<file path="src/rtl/dmem_pkg.sv">
`default_nettype none
// ============================================================================
//  Module      : dmem_pkg
//  Description : Shared constants and command type for the data-memory
//                arbiter (256x8 single-port data memory).
//  Revision    : 1.0 - initial release
// ============================================================================
package dmem_pkg;

  localparam int DMEM_ADDR_W = 8;
  localparam int DMEM_DATA_W = 8;

  localparam logic PORT_CPU = 1'b0;
  localparam logic PORT_DMA = 1'b1;

  // One accepted memory access, as latched into the access register.
  typedef struct packed {
    logic                   we;
    logic [DMEM_ADDR_W-1:0] addr;
    logic [DMEM_DATA_W-1:0] wdata;
    logic                   port;
  } dmem_cmd_t;

endpackage
`default_nettype wire

</file>
<file path="src/rtl/dmem_arbiter_if.sv">
`default_nettype none
// ============================================================================
//  Module      : dmem_arbiter_if
//  Description : Requester (port 0 CPU, port 1 DMA) and memory-pin bundle of
//                the data-memory arbiter. Compile-time option
//                DMEM_ARB_LOCK_EN adds the lock0 request qualifier.
//  Revision    : 1.0 - initial release
// ============================================================================
interface dmem_arbiter_if #(
  parameter int ADDR_W = 8,
  parameter int DATA_W = 8
);
  logic              req0;
  logic              we0;
  logic [ADDR_W-1:0] addr0;
  logic [DATA_W-1:0] wdata0;
  logic              gnt0;
  logic              rvalid0;
  logic [DATA_W-1:0] rdata0;
`ifdef DMEM_ARB_LOCK_EN
  logic              lock0;
`endif

  logic              req1;
  logic              we1;
  logic [ADDR_W-1:0] addr1;
  logic [DATA_W-1:0] wdata1;
  logic              gnt1;
  logic              rvalid1;
  logic [DATA_W-1:0] rdata1;

  logic [ADDR_W-1:0] mem_a;
  logic [DATA_W-1:0] mem_wd;
  logic              mem_we;
  logic [DATA_W-1:0] mem_rd;

  // Arbiter view: takes requests and memory read data, drives the rest.
  modport slave (
`ifdef DMEM_ARB_LOCK_EN
    input  lock0,
`endif
    input  req0, we0, addr0, wdata0,
    output gnt0, rvalid0, rdata0,
    input  req1, we1, addr1, wdata1,
    output gnt1, rvalid1, rdata1,
    output mem_a, mem_wd, mem_we,
    input  mem_rd
  );

  // Environment view: requesters plus the memory itself.
  modport master (
`ifdef DMEM_ARB_LOCK_EN
    output lock0,
`endif
    output req0, we0, addr0, wdata0,
    input  gnt0, rvalid0, rdata0,
    output req1, we1, addr1, wdata1,
    input  gnt1, rvalid1, rdata1,
    input  mem_a, mem_wd, mem_we,
    output mem_rd
  );

endinterface
`default_nettype wire

</file>
<file path="src/rtl/dmem_rr_pick.sv">
`default_nettype none
// ============================================================================
//  Module      : dmem_rr_pick
//  Description : Combinational 2-way picker. Round-robin on the last winner,
//                or fixed priority to port 0 when FIXED_PRIO != 0.
//                Produces a one-hot (or zero) grant.
//  Revision    : 1.0 - initial release
// ============================================================================
module dmem_rr_pick
  import dmem_pkg::*;
#(
  parameter int FIXED_PRIO = 0
) (
  input  logic       req0_i,
  input  logic       req1_i,
  input  logic       last_i,
  output logic [1:0] gnt_o
);

  // On contention the port that did not win last time goes first.
  always_comb begin
    gnt_o = 2'b00;
    if (req0_i && req1_i) begin
      if ((FIXED_PRIO != 0) || (last_i == PORT_DMA)) begin
        gnt_o = 2'b01;
      end else begin
        gnt_o = 2'b10;
      end
    end else if (req0_i) begin
      gnt_o = 2'b01;
    end else if (req1_i) begin
      gnt_o = 2'b10;
    end
  end

endmodule
`default_nettype wire

</file>
<file path="src/rtl/dmem_arbiter.sv">
`default_nettype none
// ============================================================================
//  Module      : dmem_arbiter
//  Description : Two-requester arbiter/sequencer for a 256x8 single-port data
//                memory (combinational read, synchronous write). Accept in N,
//                memory access in N+1, read response in N+2; one access per
//                cycle. Optional macro DMEM_ARB_LOCK_EN adds lock0, which lets
//                port 0 hold off port 1 across a read-modify-write.
//  Revision    : 1.0 - initial release
// ============================================================================
module dmem_arbiter
  import dmem_pkg::*;
#(
  parameter int ADDR_W     = DMEM_ADDR_W,
  parameter int DATA_W     = DMEM_DATA_W,
  parameter int FIXED_PRIO = 0
) (
  input  logic           clk,
  input  logic           rst,
  dmem_arbiter_if.slave  bus
);

  logic              w_req1;
  logic              w_rr_upd;
  logic [1:0]        w_gnt;
  logic              w_accept;
  logic              w_rd_done;

  dmem_cmd_t         cmd_q, cmd_d;
  logic              acc_valid_q, acc_valid_d;
  logic              last_q, last_d;
  logic              rvalid0_q, rvalid0_d;
  logic              rvalid1_q, rvalid1_d;
  logic [DATA_W-1:0] rdata0_q, rdata0_d;
  logic [DATA_W-1:0] rdata1_q, rdata1_d;

`ifdef DMEM_ARB_LOCK_EN
  logic              locked_q, locked_d;

  // While locked, port 1 is invisible to the picker and grants do not move
  // the round-robin pointer.
  assign w_req1   = bus.req1 & ~locked_q;
  assign w_rr_upd = ~locked_q;

  // Every port-0 accept reloads the lock from its lock0 qualifier.
  always_comb begin
    locked_d = locked_q;
    if (w_gnt[0]) begin
      locked_d = bus.lock0;
    end
  end

  // Lock flag register.
  always_ff @(posedge clk or negedge rst) begin
    if (!rst) begin
      locked_q <= 1'b0;
    end else begin
      locked_q <= locked_d;
    end
  end
`else
  assign w_req1   = bus.req1;
  assign w_rr_upd = 1'b1;
`endif

  dmem_rr_pick #(
    .FIXED_PRIO (FIXED_PRIO)
  ) u_pick (
    .req0_i (bus.req0),
    .req1_i (w_req1),
    .last_i (last_q),
    .gnt_o  (w_gnt)
  );

  assign bus.gnt0 = w_gnt[0];
  assign bus.gnt1 = w_gnt[1];
  assign w_accept = w_gnt[0] | w_gnt[1];

  // Latch the winner's command into the access register; track last winner.
  always_comb begin
    cmd_d       = cmd_q;
    acc_valid_d = w_accept;
    last_d      = last_q;
    if (w_gnt[0]) begin
      cmd_d.we    = bus.we0;
      cmd_d.addr  = bus.addr0;
      cmd_d.wdata = bus.wdata0;
      cmd_d.port  = PORT_CPU;
    end else if (w_gnt[1]) begin
      cmd_d.we    = bus.we1;
      cmd_d.addr  = bus.addr1;
      cmd_d.wdata = bus.wdata1;
      cmd_d.port  = PORT_DMA;
    end
    if (w_accept && w_rr_upd) begin
      last_d = cmd_d.port;
    end
  end

  // A read access captures the memory's combinational data for its owner.
  always_comb begin
    w_rd_done = acc_valid_q & ~cmd_q.we;
    rvalid0_d = w_rd_done & (cmd_q.port == PORT_CPU);
    rvalid1_d = w_rd_done & (cmd_q.port == PORT_DMA);
    rdata0_d  = rvalid0_d ? bus.mem_rd : rdata0_q;
    rdata1_d  = rvalid1_d ? bus.mem_rd : rdata1_q;
  end

  // Pipeline state; reset aborts any in-flight access and its response.
  always_ff @(posedge clk or negedge rst) begin
    if (!rst) begin
      cmd_q       <= '0;
      acc_valid_q <= 1'b0;
      last_q      <= PORT_DMA;
      rvalid0_q   <= 1'b0;
      rvalid1_q   <= 1'b0;
      rdata0_q    <= '0;
      rdata1_q    <= '0;
    end else begin
      cmd_q       <= cmd_d;
      acc_valid_q <= acc_valid_d;
      last_q      <= last_d;
      rvalid0_q   <= rvalid0_d;
      rvalid1_q   <= rvalid1_d;
      rdata0_q    <= rdata0_d;
      rdata1_q    <= rdata1_d;
    end
  end

  // Address and write data hold between accesses; only the strobe is gated.
  assign bus.mem_a   = cmd_q.addr;
  assign bus.mem_wd  = cmd_q.wdata;
  assign bus.mem_we  = acc_valid_q & cmd_q.we;
  assign bus.rvalid0 = rvalid0_q;
  assign bus.rvalid1 = rvalid1_q;
  assign bus.rdata0  = rdata0_q;
  assign bus.rdata1  = rdata1_q;

endmodule
`default_nettype wire

</file>
<file path="src/flat_wrapper.sv">
// flat-port wrapper written by rule: the top's interface ports become plain ports
module dmem_arbiter_flat import dmem_pkg::*;
#(
  parameter int ADDR_W     = DMEM_ADDR_W,
  parameter int DATA_W     = DMEM_DATA_W,
  parameter int FIXED_PRIO = 0
)
  (clk, rst, bus_req0, bus_we0, bus_addr0, bus_wdata0, bus_gnt0, bus_rvalid0, bus_rdata0, bus_req1, bus_we1, bus_addr1, bus_wdata1, bus_gnt1, bus_rvalid1, bus_rdata1, bus_mem_a, bus_mem_wd, bus_mem_we, bus_mem_rd);
  dmem_arbiter_if #(.ADDR_W(ADDR_W), .DATA_W(DATA_W)) bus_i ();
  input  logic clk;
  input  logic rst;
  input wire logic [$bits(bus_i.req0)-1:0] bus_req0;
  input wire logic [$bits(bus_i.we0)-1:0] bus_we0;
  input wire logic [$bits(bus_i.addr0)-1:0] bus_addr0;
  input wire logic [$bits(bus_i.wdata0)-1:0] bus_wdata0;
  output wire logic [$bits(bus_i.gnt0)-1:0] bus_gnt0;
  output wire logic [$bits(bus_i.rvalid0)-1:0] bus_rvalid0;
  output wire logic [$bits(bus_i.rdata0)-1:0] bus_rdata0;
  input wire logic [$bits(bus_i.req1)-1:0] bus_req1;
  input wire logic [$bits(bus_i.we1)-1:0] bus_we1;
  input wire logic [$bits(bus_i.addr1)-1:0] bus_addr1;
  input wire logic [$bits(bus_i.wdata1)-1:0] bus_wdata1;
  output wire logic [$bits(bus_i.gnt1)-1:0] bus_gnt1;
  output wire logic [$bits(bus_i.rvalid1)-1:0] bus_rvalid1;
  output wire logic [$bits(bus_i.rdata1)-1:0] bus_rdata1;
  output wire logic [$bits(bus_i.mem_a)-1:0] bus_mem_a;
  output wire logic [$bits(bus_i.mem_wd)-1:0] bus_mem_wd;
  output wire logic [$bits(bus_i.mem_we)-1:0] bus_mem_we;
  input wire logic [$bits(bus_i.mem_rd)-1:0] bus_mem_rd;
  assign bus_i.req0 = bus_req0;
  assign bus_i.we0 = bus_we0;
  assign bus_i.addr0 = bus_addr0;
  assign bus_i.wdata0 = bus_wdata0;
  assign bus_gnt0 = bus_i.gnt0;
  assign bus_rvalid0 = bus_i.rvalid0;
  assign bus_rdata0 = bus_i.rdata0;
  assign bus_i.req1 = bus_req1;
  assign bus_i.we1 = bus_we1;
  assign bus_i.addr1 = bus_addr1;
  assign bus_i.wdata1 = bus_wdata1;
  assign bus_gnt1 = bus_i.gnt1;
  assign bus_rvalid1 = bus_i.rvalid1;
  assign bus_rdata1 = bus_i.rdata1;
  assign bus_mem_a = bus_i.mem_a;
  assign bus_mem_wd = bus_i.mem_wd;
  assign bus_mem_we = bus_i.mem_we;
  assign bus_i.mem_rd = bus_mem_rd;
  dmem_arbiter #(.ADDR_W(ADDR_W), .DATA_W(DATA_W), .FIXED_PRIO(FIXED_PRIO)) u_core (.clk(clk), .rst(rst), .bus(bus_i));
endmodule
</file>
<file path="config.mk">
export PLATFORM = sky130hd
export DESIGN_NAME = dmem_arbiter_flat
export DESIGN_NICKNAME = d
export VERILOG_FILES = /design/src/rtl/dmem_pkg.sv /design/src/rtl/dmem_arbiter_if.sv /design/src/rtl/dmem_rr_pick.sv /design/src/rtl/dmem_arbiter.sv /design/src/flat_wrapper.sv
export SDC_FILE = /design/constraint.sdc
export NUM_CORES = 1
export LEC_CHECK = 0
export ABC_AREA = 1
export BUFFER_PORTS_ARGS = -buffer_cell sky130_fd_sc_hd__buf_2
export CAP_MARGIN = 30
export CORE_MARGIN = 5
export CORE_UTILIZATION = 47
export DETAILED_ROUTE_END_ITERATION = 6
export PLACE_DENSITY = 0.77
export SLEW_MARGIN = 40
export SYNTH_ARGS = -nofsm -noshare
export SYNTH_HDL_FRONTEND = slang
export SYNTH_SLANG_ARGS = --single-unit
export TNS_END_PERCENT = 10
</file>
<file path="constraint.sdc">
create_clock -name clk -period 2.2 [get_ports clk]
set_clock_uncertainty 0.15 [all_clocks]
set_input_delay 0.44 -clock clk [delete_from_list [all_inputs] [get_ports clk]]
set_output_delay 0.44 -clock clk [all_outputs]
set_load 0.01 [all_outputs]
</file>
==> out/metrics.cfg <==
[worst_setup_path]
cp_data_arrival_time_ps = 1490
start_kind = register
r2r_end = u_core.bus.mem_a[5]
rrSetupSlack_ps = 760
worstPathRequired_ps = 1610
regToRegStartpoint = u_core.last_q
critPathCaptureType = primary output
startpoint = u_core.last_q
critPathMaxFanout = 19
r2r_cells = 5
critPathKind = reg2out
setup.worst_path.end = bus_gnt0

[synthesis]
syn_area_um2 = 1884
synth_top_area_share_pct = 49.14
synth_cell_types = 15
synthCells = 225
syn_area_per_cell_um2 = 8.375
synth_seq_area_share_pct = 50.53
synth_area_leaders = dfrtp_1 (49%), nand3_1 (14%), nand2_1 (10%)
yosys.area.top_type = dfrtp_1
yosysWarningCount = 0
synth_fp_nets = 271
synth-seq-cells = 38

[detailed_routing]
wl_per_cell_um = 11.95
wl_met1_mm = 1.740
dr.max_layer_used = met4
viasPerCell = 4.711
drc = 0
drt_iter0_drc = 57
ant_nets = 0
dr_wl_met2_mm = 1.914
finalWirelength_mm = 4.099
num_vias = 1616
drt_first_pass_iters = 4
wl_met3_um = 392

[clocking]
root_buffer = clkbuf_8
h-tree-depth = 2
max-clock-path-buffers = 2
cts_inserted_buffers = 5
clk_pin_slew_ps = 70
clkLatencyLatePin_ps = 290
cts_num_sinks = 38
tritoncts = yes

[timing]
post-route-min-period_ps = 2078
slew_viol_final = 0
period_share_pct = 94.45
tns_ps = 0
finalSetupViolCount = 0
fmax_mhz = 481.3
grt_setup_unrepaired = no
hold_viol = 0
worstMarginPinSlew_ps = 361.4
max_slew_margin_pct = 75.91

[place]
port_buffers = 82
dp_hpwl_mm = 3.020
placed_cells_incl_taps = 334
gp_congestion = 0.7550

[power_and_ir_drop]
seqPwrFrac_pct = 44.6
p_int_w = 0.001489
comb_power_share_pct = 27.5
powerDensity_nw_per_um2 = 925.1
ir_drop_mv = 0.3437
clkPwrFrac_pct = 27.9
leakage_nw = 1.379
p_sw_w = 0.0006642
switching_share_pct = 30.85

[floorplanning]
initial_core_util_pct = 47.79
dieArea_um2 = 5375
io_pins = 83
core_um2 = 3943
num_rows = 23
die_w_um = 73.32
fp.dieH_um = 73.32

[hold_path]
hold_class = in2reg

[final_layout]
stdcell_count = 343
ff_latch_area_um2 = 952.2
final_nets = 338
antennaDiodeCount = 0
fillCellCount = 370
multi_input_area_um2 = 609.3
drive_gt1_share_pct = 34.47
syn_to_final_growth_pct = 23.51

[global_routing]
grt_pass1_vias = 1553
grt_max_degree = 25
antenna_found_initial = 0
grt_overflow = 0
track_usage_pct = 16.46
grt_pass1_wl_mm = 6.803

[run]
cap_viol_max_count = 0

[run_status]
status = finished clean

-- cells in the mapped netlist (all sizes together) --
| cell type | count |
|---|---|
| nand3 | 53 |
| dfstp | 1 |
| a21oi | 1 |
| buf | 27 |
| inv | 33 |
| nand2 | 56 |
| dfrtp | 37 |
| o21ai | 17 |
-- final cells by class --
type | count | share of cell area (%)
inverter | 33 | 5.323
clock buffer | 7 | 3.710
clock inverter | 1 | 1.290
sequential | 38 | 40.91
multi-input combinational | 127 | 26.18
tap | 50 | 2.688
timing repair buffer | 87 | 19.89
-- power by group through the flow --
stage | clock network [W] | registers [W] | logic, W
2_1_floorplan | 0 | 0.00102 | 0.000339
6_report | 0.000600 | 0.000960 | 0.000593
3_5_place_dp | 0 | 0.000971 | 0.000601
3_3_place_gp | 0 | 0.000968 | 0.000583
5_1_grt | 0.000651 | 0.000980 | 0.000673
4_1_cts | 0.000622 | 0.000960 | 0.000604
-- worst min path at each step --
stage	start	end	slack, ps	cells past startpoint
after floorplan	rst	u_core.acc_valid_q	-6	0
after global placement	u_core.bus.rdata1[0]	u_core.bus.rdata1[0]	310	2
after detailed placement	rst	u_core.bus.rvalid0	220	1
after CTS	bus_mem_rd[2]	u_core.bus.rdata1[2]	250	3
after global routing	bus_mem_rd[2]	u_core.bus.rdata1[2]	260	3
final	bus_mem_rd[1]	u_core.bus.rdata1[1]	260	3
-- per-stage QoR --
step           setup slack (ps)  utilization [%]  power (W)  area (um^2)  hold slack [ps]
2_1_floorplan             661.8                -   0.001364         1884           -5.591
5_1_grt                   1.839            59.03   0.002304         2327            263.5
6_report                  122.2            59.03   0.002153         2327            262.4
4_1_cts                   60.99            58.81   0.002186         2318            255.0
3_5_place_dp              385.1            55.60   0.001573         2192            216.2
3_3_place_gp              416.4            55.09   0.001551         2172            313.3
-- cells by family after synthesis --
logic type             count (synthesis)  share of synthesized area (%)
AND/OR/NAND/NOR                      109                          27.09
buffers and inverters                 60                          17.60
flip-flops                            38                          50.53
AO/OA/AOI/OAI                         18                          4.781
-- worst max-delay path, cell delays in order, from the launching register on --
cell	delay (ps)
dfstp_2	570
inv_2	50
nand2_4	180
nand2_8	140
inv_1	110
buf_2	140
-- timing repair --
action,in CTS,in global routing
resized for setup,0,1
hold buffers,1,0
hold endpoints to repair,14,0
buffers inserted,0,0
setup endpoints to repair,0,1
-- placed cells by master, fill, tap and decap left out --
master	instances
inv_2	1
clkbuf_8	6
nand2_8	1
a21oi_1	1
inv_1	32
o21ai_1	2
dfrtp_1	37
buf_2	82
dlygate4sd3_1	1
nand2_2	1
o21ai_0	15
nand3_1	51
buf_4	3
nand3_2	2
nand2_4	2
buf_12	1
clkbuf_1	1
dfstp_2	1
bufinv_16	1
nand2_1	52
-- state kept, by name (all words and copies together) (netlist names) --
| register | count |
|---|---|
| u_core.acc_valid_q | 1 |
| u_core.bus.mem_a | 8 |
| u_core.bus.mem_wd | 8 |
| u_core.bus.rdata0 | 8 |
| u_core.bus.rdata1 | 8 |
| u_core.bus.rvalid0 | 1 |
| u_core.bus.rvalid1 | 1 |
| u_core.cmd_q | 2 |
| u_core.last_q | 1 |
-- metal layers --
metal	global-route usage (%)	up-vias
li1	-	825
met1	19.72	716
met2	27.71	68
met3	5.472	7
met4	5.634	0
met5	0	-
Note: power is estimated with default switching activity, not from simulation.
